`src/rtl/neuron_loader_if.sv`:
```
// Handshake bundle between the upstream beat source, the neuron loader and the neuron stage.
// Optional in_last/frame_err exist only when NEURON_LOADER_LAST_CHECK_EN is defined.
interface neuron_loader_if #(
  parameter int N     = 4,
  parameter int WIDTH = 8
);
  localparam int IW = $clog2(N + 1);

  logic                 in_valid;
  logic                 in_ready;
  logic [WIDTH-1:0]     in_x;
  logic [WIDTH-1:0]     in_w;
  logic [WIDTH-1:0]     in_b;
  logic                 out_valid;
  logic                 out_ready;
  logic [N*WIDTH-1:0]   x_out;
  logic [N*WIDTH-1:0]   w_out;
  logic [WIDTH-1:0]     b_out;
  logic [IW-1:0]        idx;
`ifdef NEURON_LOADER_LAST_CHECK_EN
  logic                 in_last;
  logic                 frame_err;

  modport master (
    output in_valid, in_x, in_w, in_b, out_ready, in_last,
    input  in_ready, out_valid, x_out, w_out, b_out, idx, frame_err
  );
  modport slave (
    input  in_valid, in_x, in_w, in_b, out_ready, in_last,
    output in_ready, out_valid, x_out, w_out, b_out, idx, frame_err
  );
`else
  modport master (
    output in_valid, in_x, in_w, in_b, out_ready,
    input  in_ready, out_valid, x_out, w_out, b_out, idx
  );
  modport slave (
    input  in_valid, in_x, in_w, in_b, out_ready,
    output in_ready, out_valid, x_out, w_out, b_out, idx
  );
`endif
endinterface

```
`src/rtl/neuron_loader.sv`:
```
// Collects N x/w beats plus a bias into a held vector for the neuron stage.
// Optional framing check on in_last is enabled by NEURON_LOADER_LAST_CHECK_EN.
module neuron_loader #(
  parameter int N     = 4,
  parameter int WIDTH = 8
) (
  input logic             clk,
  input logic             rst,
  neuron_loader_if.slave  bus
);
  localparam int IW = $clog2(N + 1);
  localparam logic [0:0] LOAD = 1'b0;
  localparam logic [0:0] FULL = 1'b1;

  logic [0:0]         state_r;
  logic [IW-1:0]      idx_r;
  logic [N*WIDTH-1:0] x_r;
  logic [N*WIDTH-1:0] w_r;
  logic [WIDTH-1:0]   b_r;
  logic               last_beat_s;
  logic               accept_s;
  logic               err_s;
`ifdef NEURON_LOADER_LAST_CHECK_EN
  logic               frame_err_r;
`endif

  assign last_beat_s = (idx_r == IW'(N - 1));

  // Classify the current input beat as accepted, framing error, or nothing.
  always_comb begin
    accept_s = 1'b0;
    err_s    = 1'b0;
    if ((state_r == LOAD) && bus.in_valid) begin
`ifdef NEURON_LOADER_LAST_CHECK_EN
      if (bus.in_last != last_beat_s) begin
        err_s = 1'b1;
      end else begin
        accept_s = 1'b1;
      end
`else
      accept_s = 1'b1;
`endif
    end else begin
      accept_s = 1'b0;
      err_s    = 1'b0;
    end
  end

  // State, beat counter and vector storage; reset wins over any handshake.
  always_ff @(posedge clk) begin
    if (rst) begin
      state_r <= LOAD;
      idx_r   <= IW'(0);
      x_r     <= '0;
      w_r     <= '0;
      b_r     <= {WIDTH{1'b0}};
`ifdef NEURON_LOADER_LAST_CHECK_EN
      frame_err_r <= 1'b0;
`endif
    end else begin
`ifdef NEURON_LOADER_LAST_CHECK_EN
      frame_err_r <= err_s;
`endif
      case (state_r)
        LOAD: begin
          if (err_s) begin
            idx_r <= IW'(0);
          end else if (accept_s) begin
            for (int i = 0; i < N; i++) begin
              if (idx_r == IW'(i)) begin
                x_r[i*WIDTH +: WIDTH] <= bus.in_x;
                w_r[i*WIDTH +: WIDTH] <= bus.in_w;
              end
            end
            if (idx_r == IW'(0)) begin
              b_r <= bus.in_b;
            end
            // idx reads N while the vector is held.
            idx_r <= idx_r + IW'(1);
            if (last_beat_s) begin
              state_r <= FULL;
            end
          end else begin
            idx_r <= idx_r;
          end
        end
        FULL: begin
          if (bus.out_ready) begin
            state_r <= LOAD;
            idx_r   <= IW'(0);
          end
        end
        default: begin
          state_r <= LOAD;
          idx_r   <= IW'(0);
        end
      endcase
    end
  end

  assign bus.in_ready  = (state_r == LOAD);
  assign bus.out_valid = (state_r == FULL);
  assign bus.x_out     = x_r;
  assign bus.w_out     = w_r;
  assign bus.b_out     = b_r;
  assign bus.idx       = idx_r;
`ifdef NEURON_LOADER_LAST_CHECK_EN
  assign bus.frame_err = frame_err_r;
`endif

endmodule

```
`src/flat_wrapper.sv`:
```
// flat-port wrapper written by rule: the top's interface ports become plain ports
module neuron_loader_flat 
#(
  parameter int N     = 4,
  parameter int WIDTH = 8
)
  (clk, rst, bus_in_valid, bus_in_x, bus_in_w, bus_in_b, bus_out_ready, bus_in_ready, bus_out_valid, bus_x_out, bus_w_out, bus_b_out, bus_idx);
  neuron_loader_if #(.N(N), .WIDTH(WIDTH)) bus_i ();
  input logic clk;
  input logic rst;
  input wire logic [$bits(bus_i.in_valid)-1:0] bus_in_valid;
  input wire logic [$bits(bus_i.in_x)-1:0] bus_in_x;
  input wire logic [$bits(bus_i.in_w)-1:0] bus_in_w;
  input wire logic [$bits(bus_i.in_b)-1:0] bus_in_b;
  input wire logic [$bits(bus_i.out_ready)-1:0] bus_out_ready;
  output wire logic [$bits(bus_i.in_ready)-1:0] bus_in_ready;
  output wire logic [$bits(bus_i.out_valid)-1:0] bus_out_valid;
  output wire logic [$bits(bus_i.x_out)-1:0] bus_x_out;
  output wire logic [$bits(bus_i.w_out)-1:0] bus_w_out;
  output wire logic [$bits(bus_i.b_out)-1:0] bus_b_out;
  output wire logic [$bits(bus_i.idx)-1:0] bus_idx;
  assign bus_i.in_valid = bus_in_valid;
  assign bus_i.in_x = bus_in_x;
  assign bus_i.in_w = bus_in_w;
  assign bus_i.in_b = bus_in_b;
  assign bus_i.out_ready = bus_out_ready;
  assign bus_in_ready = bus_i.in_ready;
  assign bus_out_valid = bus_i.out_valid;
  assign bus_x_out = bus_i.x_out;
  assign bus_w_out = bus_i.w_out;
  assign bus_b_out = bus_i.b_out;
  assign bus_idx = bus_i.idx;
  neuron_loader #(.N(N), .WIDTH(WIDTH)) u_core (.clk(clk), .rst(rst), .bus(bus_i));
endmodule
```
`config.mk`:
```
export PLATFORM = sky130hd
export DESIGN_NAME = neuron_loader_flat
export DESIGN_NICKNAME = d
export VERILOG_FILES = /design/src/rtl/neuron_loader_if.sv /design/src/rtl/neuron_loader.sv /design/src/flat_wrapper.sv
export SDC_FILE = /design/constraint.sdc
export NUM_CORES = 1
export LEC_CHECK = 0
export BUFFER_PORTS_ARGS = -buffer_cell sky130_fd_sc_hd__buf_2
export CELL_PAD_IN_SITES_DETAIL_PLACEMENT = 1
export CELL_PAD_IN_SITES_GLOBAL_PLACEMENT = 1
export CORE_UTILIZATION = 37
export DETAILED_ROUTE_END_ITERATION = 8
export GPL_TIMING_DRIVEN = 0
export HOLD_SLACK_MARGIN = 0.05
export PLACE_DENSITY_LB_ADDON = 0.3
export SKIP_CTS_REPAIR_TIMING = 1
export SYNTH_ARGS = -nofsm -noshare
export SYNTH_HDL_FRONTEND = slang
export SYNTH_SLANG_ARGS = --single-unit
```
`constraint.sdc`:
```
create_clock -name clk -period 3 [get_ports clk]
set_input_delay 0.75 -clock clk [delete_from_list [all_inputs] [get_ports clk]]
set_output_delay 0.75 -clock clk [all_outputs]
set_load 0.005 [all_outputs]
```
; ---- Word level (Yosys, flattened, before mapping)
; Index checks and enable logic that the tools add are counted.
[classes]
add_sub_neg = 1
eq_ne = 5
muxes = 8
bitwise = 1
n_reduce_logical = 7
[ops]
columns = operator, count
row1 = $reduce_and A3 Y1, 4
row2 = $eq A3 B2 Y1 const B, 2
row3 = $mux W3, 2
row4 = $pmux W3 S2, 1
row5 = $mux W1, 4
row6 = $add A3 B1 Y3 const B, 1
row7 = $eq A3 B1 Y1 const B, 1
row8 = $logic_not A3 Y1, 1
row9 = $ne A2 B1 Y1 const B, 1
row10 = $ne A2 B2 Y1 const B, 1
row11 = $pmux W1 S2, 1
row12 = $reduce_and A2 Y1, 1
row13 = $logic_and A1 B1 Y1, 1
row14 = $not A1 Y1, 1
[word_totals]
reg_bits = 76
wordCells = 33

; ---- Depth between registers and ports, before layout
[depth]
word_depth = 5
mapped_depth = 7
depth_no_buf = 5

; ---- Worst setup path before layout
; OpenSTA, ideal clock, no wires.
[synth_timing]
path_kind = input-to-reg
from = input port bus_in_valid
to = register u_core.x_r[0] (netlist: u_core.bus.x_out[0])
setup_ns = 0.069
arrival_time_ns = 1.567
required_ns = 2.931
slack_ns = 1.364
stages = 6
path_buffers = 3
path_cell_list = buf_4 > nor4bb_1 > buf_4 > buf_6 > nand2_1 > a21oi_2
[synth_between]
elab_chain_len = 3
[synth_rtl]
columns = item, line_no
row1 = from (decl), flat_wrapper.sv:11  ; input wire logic [$bits(bus_i.in_valid)-1:0] bus_in_valid;
row2 = $logic_and A1 B1 Y1, neuron_loader.sv:33  ; if ((state_r == LOAD) && bus.in_valid) begin
row3 = $mux W1, neuron_loader.sv:33
row4 = $reduce_and A3 Y1 (no source line), -
row5 = "to (signal, indexed assignment)", neuron_loader.sv:71  ; x_r[i*WIDTH +: WIDTH] <= bus.in_x;
row6 = to (decl), neuron_loader.sv:17  ; logic [N*WIDTH-1:0] x_r;
; Every way passes these cells.
; A chain may end at the register's enable or synchronous reset.

; ---- Final worst setup path
[layout_timing]
from = register u_core.state_r (netlist: u_core.bus.out_valid)
to = output port bus_in_ready
[layout_between]
elab_chain_len = 1
[layout_rtl]
columns = item, line_no
row1 = from (decl), neuron_loader.sv:15  ; logic [0:0] state_r;
row2 = from (signal assigned), neuron_loader.sv:52  ; state_r <= LOAD;
row3 = from (signal assigned), neuron_loader.sv:81  ; state_r <= FULL;
row4 = from (signal assigned), neuron_loader.sv:89  ; state_r <= LOAD;
row5 = $not A1 Y1 (no source line), -
row6 = to (decl), flat_wrapper.sv:16  ; output wire logic [$bits(bus_i.in_ready)-1:0] bus_in_ready;
; Every way passes these cells.

==> Implementation_results.wiki <==
{| class="wikitable"
! Metric !! Value
|-
| Status || finished clean
|-
| Worst endpoint data arrival time || 1030 ps
|-
| DIE HEIGHT || about 90 um
|-
| Number of cell instances on the worst register-to-register path || 6
|-
| Path class of the lowest-slack min-delay path || flip-flop to flip-flop
|-
| Aggregate global routing overflow || 0
|-
| Number of failing hold endpoints at the final stage || 0
|-
| Leading post-synthesis cells by instance count || 144 x nand2_1, 76 x dfxtp_1, 62 x a21oi_1
|-
| Sequential element share of the synthesized area || between 50% and 60%
|-
| Leading cell types by total area after synthesis || dfxtp_1 53%, nand2_1 19%, a21oi_1 11%
|-
| Clock-pin slew reported for the worst setup and hold paths after clock tree synthesis || approximately 80 ps
|-
| Rows || 31
|-
| Power density normalized to cell area || approximately 590 mW/mm^2
|-
| Nature of the critical path startpoint || flip-flop
|-
| Total negative slack for setup checks || 0 ps
|-
| Number of H-tree branching levels || 3
|-
| Wire length of the first global-routing pass || 14.4 mm
|-
| Ordered cell list for the critical path || buf_6 > inv_1 > buf_2
|-
| Number of antenna violations at the first check in global routing || 0
|-
| Largest vdd supply drop || 0.000262 V
|-
| Worst reg2reg path endpoint || u_core.bus.x_out[29]
|-
| Core ar. || 0.00737 mm^2
|-
| Crit end category || output port
|-
| Area occupied by registers || 0.00152 mm^2
|-
| Insertion delay of the later-clocked pin in the worst-skew pair || 350 ps
|-
| Clock tree from TritonCTS || built
|-
| I/O Buffers || 102
|-
| Multi-input gate area || 0.00115 mm^2
|-
| Top Ports || 105
|-
| Mean area per synthesized cell || 8.26 um^2
|-
| Minimum setup slack among reg-to-reg paths || 1280 ps
|-
| Filler cell count in the final layout || between 900 and 1k
|-
| Final antenna diode count || 0
|-
| Unrepaired setup endpoints after global routing || false
|-
| First element of the critical path || u_core.bus.out_valid
|-
| Share of cells above drive strength 1 || 32.0%
|-
| Global-route usage over all layers || 22.9%
|-
| Weighted congestion at the end of routability-driven global placement || 0.765
|-
| Initial Utilization || 39.0%
|-
| Post-Syn Nets || 381
|-
| End-of-flow core utilization || about half
|-
| Die X || 90.1 um
|-
| Max-Slew Margin vs Limit || 56.8%
|-
| Measured slew at the worst slew-check pin || 648 ps
|-
| Placed Area || 0.00351 mm^2
|-
| Antenna-violating nets left || 0
|-
| Leakage power summed over all cells || between 1.5 and 2 nW
|-
| Count of flip-flops with a built-in enable after synthesis || 0
|-
| Capture point of the critical path || bus_in_ready
|-
| Total wirelength of the detailed-routed design || 8.86 mm
|-
| Layout net count || 494
|-
| Synthesized area || approximately 0.0029 mm^2
|-
| DRT Pass-1 Iters || 4
|-
| Commonest register cell after synthesis || dfxtp_1
|-
| Dpl cells || 549
|-
| CTS root buffer || clkbuf_8
|-
| Clk sink count || 76
|-
| Max Clock Skew || 6.35 ps
|-
| Endpoint required time on the critical path || between 2000 and 2500 ps
|-
| Growth of design area from synthesis to finish || 30.0%
|-
| Longest Clk Path Bufs || 2
|-
| Type of the worst setup path || flip-flop to output port
|-
| Worst path max stage delay || 380 ps
|-
| Wirelength per Cell || 15.7 um
|-
| Proportion of netlist area held by the largest area contributor || 52.9%
|-
| Detailed Route Iter0 Violations || 75
|-
| Number of remaining DRC errors || 0
|-
| Synth unique cells || 23
|-
| Highest clock frequency the design can meet || 561 MHz
|-
| Largest net degree at the start of global routing || 14
|-
| Number of setup violations in the final report || 0
|-
| Non-filler cells in the finished layout || 565
|-
| Number of pins with negative max-slew slack in the final report || 0
|-
| Beginning of the worst register-to-register path || u_core.bus.idx[2]
|-
| Vias in the first global route || between 2k and 3k
|-
| Crit. path cell count || 3
|-
| Routed via count || 2729
|-
| Synthesized instance count || 348
|-
| Library cell occupying the most area in the post-synthesis netlist || dfxtp_1
|-
| Hold slack final || 452 ps
|-
| Crit-path max FO || 10
|-
| Buffering stage count on the worst path with inverters included || 3
|-
| Clock period minus final worst setup slack || 1780 ps
|-
| Count of warnings emitted by yosys || 0
|-
| Estimated wirelength of the detail-placed design || 6.42 mm
|-
| Cell at the slowest stage of the critical path || dfxtp_1
|-
| Cell with the most instances after synthesis || nand2_1
|-
| Die outline area || 0.00812 mm^2
|-
| Flip-flop and latch count after synthesis || between 70 and 80
|-
| Family with the most delay on the worst path || flip-flops
|-
| Number of buffers created by CTS || 9
|-
| Max-cap violation count || 0
|-
| Period utilisation layout || 59.5%
|-
| Per-cell via count in the routed design || 4.83
|-
| Post-route design area || about 0.0037 mm^2
|-
| Share of flip-flops with an asynchronous set or reset || 0%
|}
[metrics by stage]
step / worst slack, ps / total power, W
after global placement: 1200 / 0.00132
after floorplan: 1360 / 0.00122
after global routing: 1140 / 0.00228
after CTS: 1200 / 0.00221
final: 1220 / 0.00219
after detailed placement: 1120 / 0.00133
[cells in the final DEF (no fill, tap or decap)]
cell,instances
mux2i_1,1
buf_6,7
clkbuf_8,10
buf_1,2
nor3_1,1
nand2_1,144
and3b_1,1
clkbuf_1,7
nand2b_1,1
and4bb_2,2
clkinv_4,2
a21oi_2,11
bufinv_16,2
ha_1,5
a22oi_1,2
nor2_1,4
clkbuf_2,3
dfxtp_1,76
a21oi_1,62
nand3b_1,1
nor4bb_1,1
inv_1,5
buf_4,5
nor2b_1,1
nand4bb_1,3
clkinvlp_4,1
buf_2,106
[logic make-up after synthesis]
kind of cell / Yosys count / synth area share, %
buffers and inverters: 32 / 6.97
adders and majority gates: 5 / 2.18
DFF: 76 / 52.9
AOI/OAI and AO/OA: 75 / 14.7
muxes: 1 / 0.348
and+or+nand+nor: 159 / 22.9
[power breakdown]
group	internal, W	switching (W)
sequential	0.00105	0.0000221
combinational	0.0000972	0.000141
clock	0.000494	0.000387
[worst register-to-register path: cells and delay by family (launching register included)]
| kind | cells | cell delay [ps] |
|---|---|---|
| AOI/OAI and AO/OA | 1 | 160 |
| adders and majority gates | 1 | 210 |
| buffers and inverters | 2 | 410 |
| DFF | 1 | 480 |
| and+or+nand+nor | 2 | 380 |
[registers in the layout, summed over array words and instances (netlist names)]
signal and count:
u_core.bus.w_out 32, u_core.bus.idx 3, u_core.bus.b_out 8, u_core.bus.x_out 32, u_core.bus.out_valid 1
[metal layers]
layer  wire [um]  track usage [%]  share of wire, %  up-vias
met3         459             5.33               5.2       13
li1            -                -                 -     1343
met5           0                0                 0        -
met4         112             6.85               1.3        0
met2        4570             42.2                52       71
met1        3720             26.0                42     1302
[how the worst min path moves through the flow]
stage / from / end / slack [ps] / cells past startpoint
after floorplan: u_core.bus.b_out[0] / u_core.bus.b_out[0] / 450 / 2
after global placement: u_core.bus.w_out[10] / u_core.bus.w_out[10] / 440 / 2
after detailed placement: u_core.bus.b_out[3] / u_core.bus.b_out[3] / 440 / 2
after CTS: u_core.bus.b_out[3] / u_core.bus.b_out[3] / 460 / 2
after global routing: u_core.bus.b_out[3] / u_core.bus.b_out[3] / 470 / 2
final: u_core.bus.b_out[3] / u_core.bus.b_out[3] / 450 / 2
[area by class of cell]
cell class | count | area share (%)
clock inverter | 5 | 2.28
clock buffer | 11 | 3.79
tap | 99 | 3.32
multi-input combinational | 240 | 30.9
sequential | 76 | 40.7
inverter | 5 | 0.503
timing repair buffer | 102 | 13.7
buffer | 27 | 4.86
Note: power is estimated with default switching activity, not from simulation.
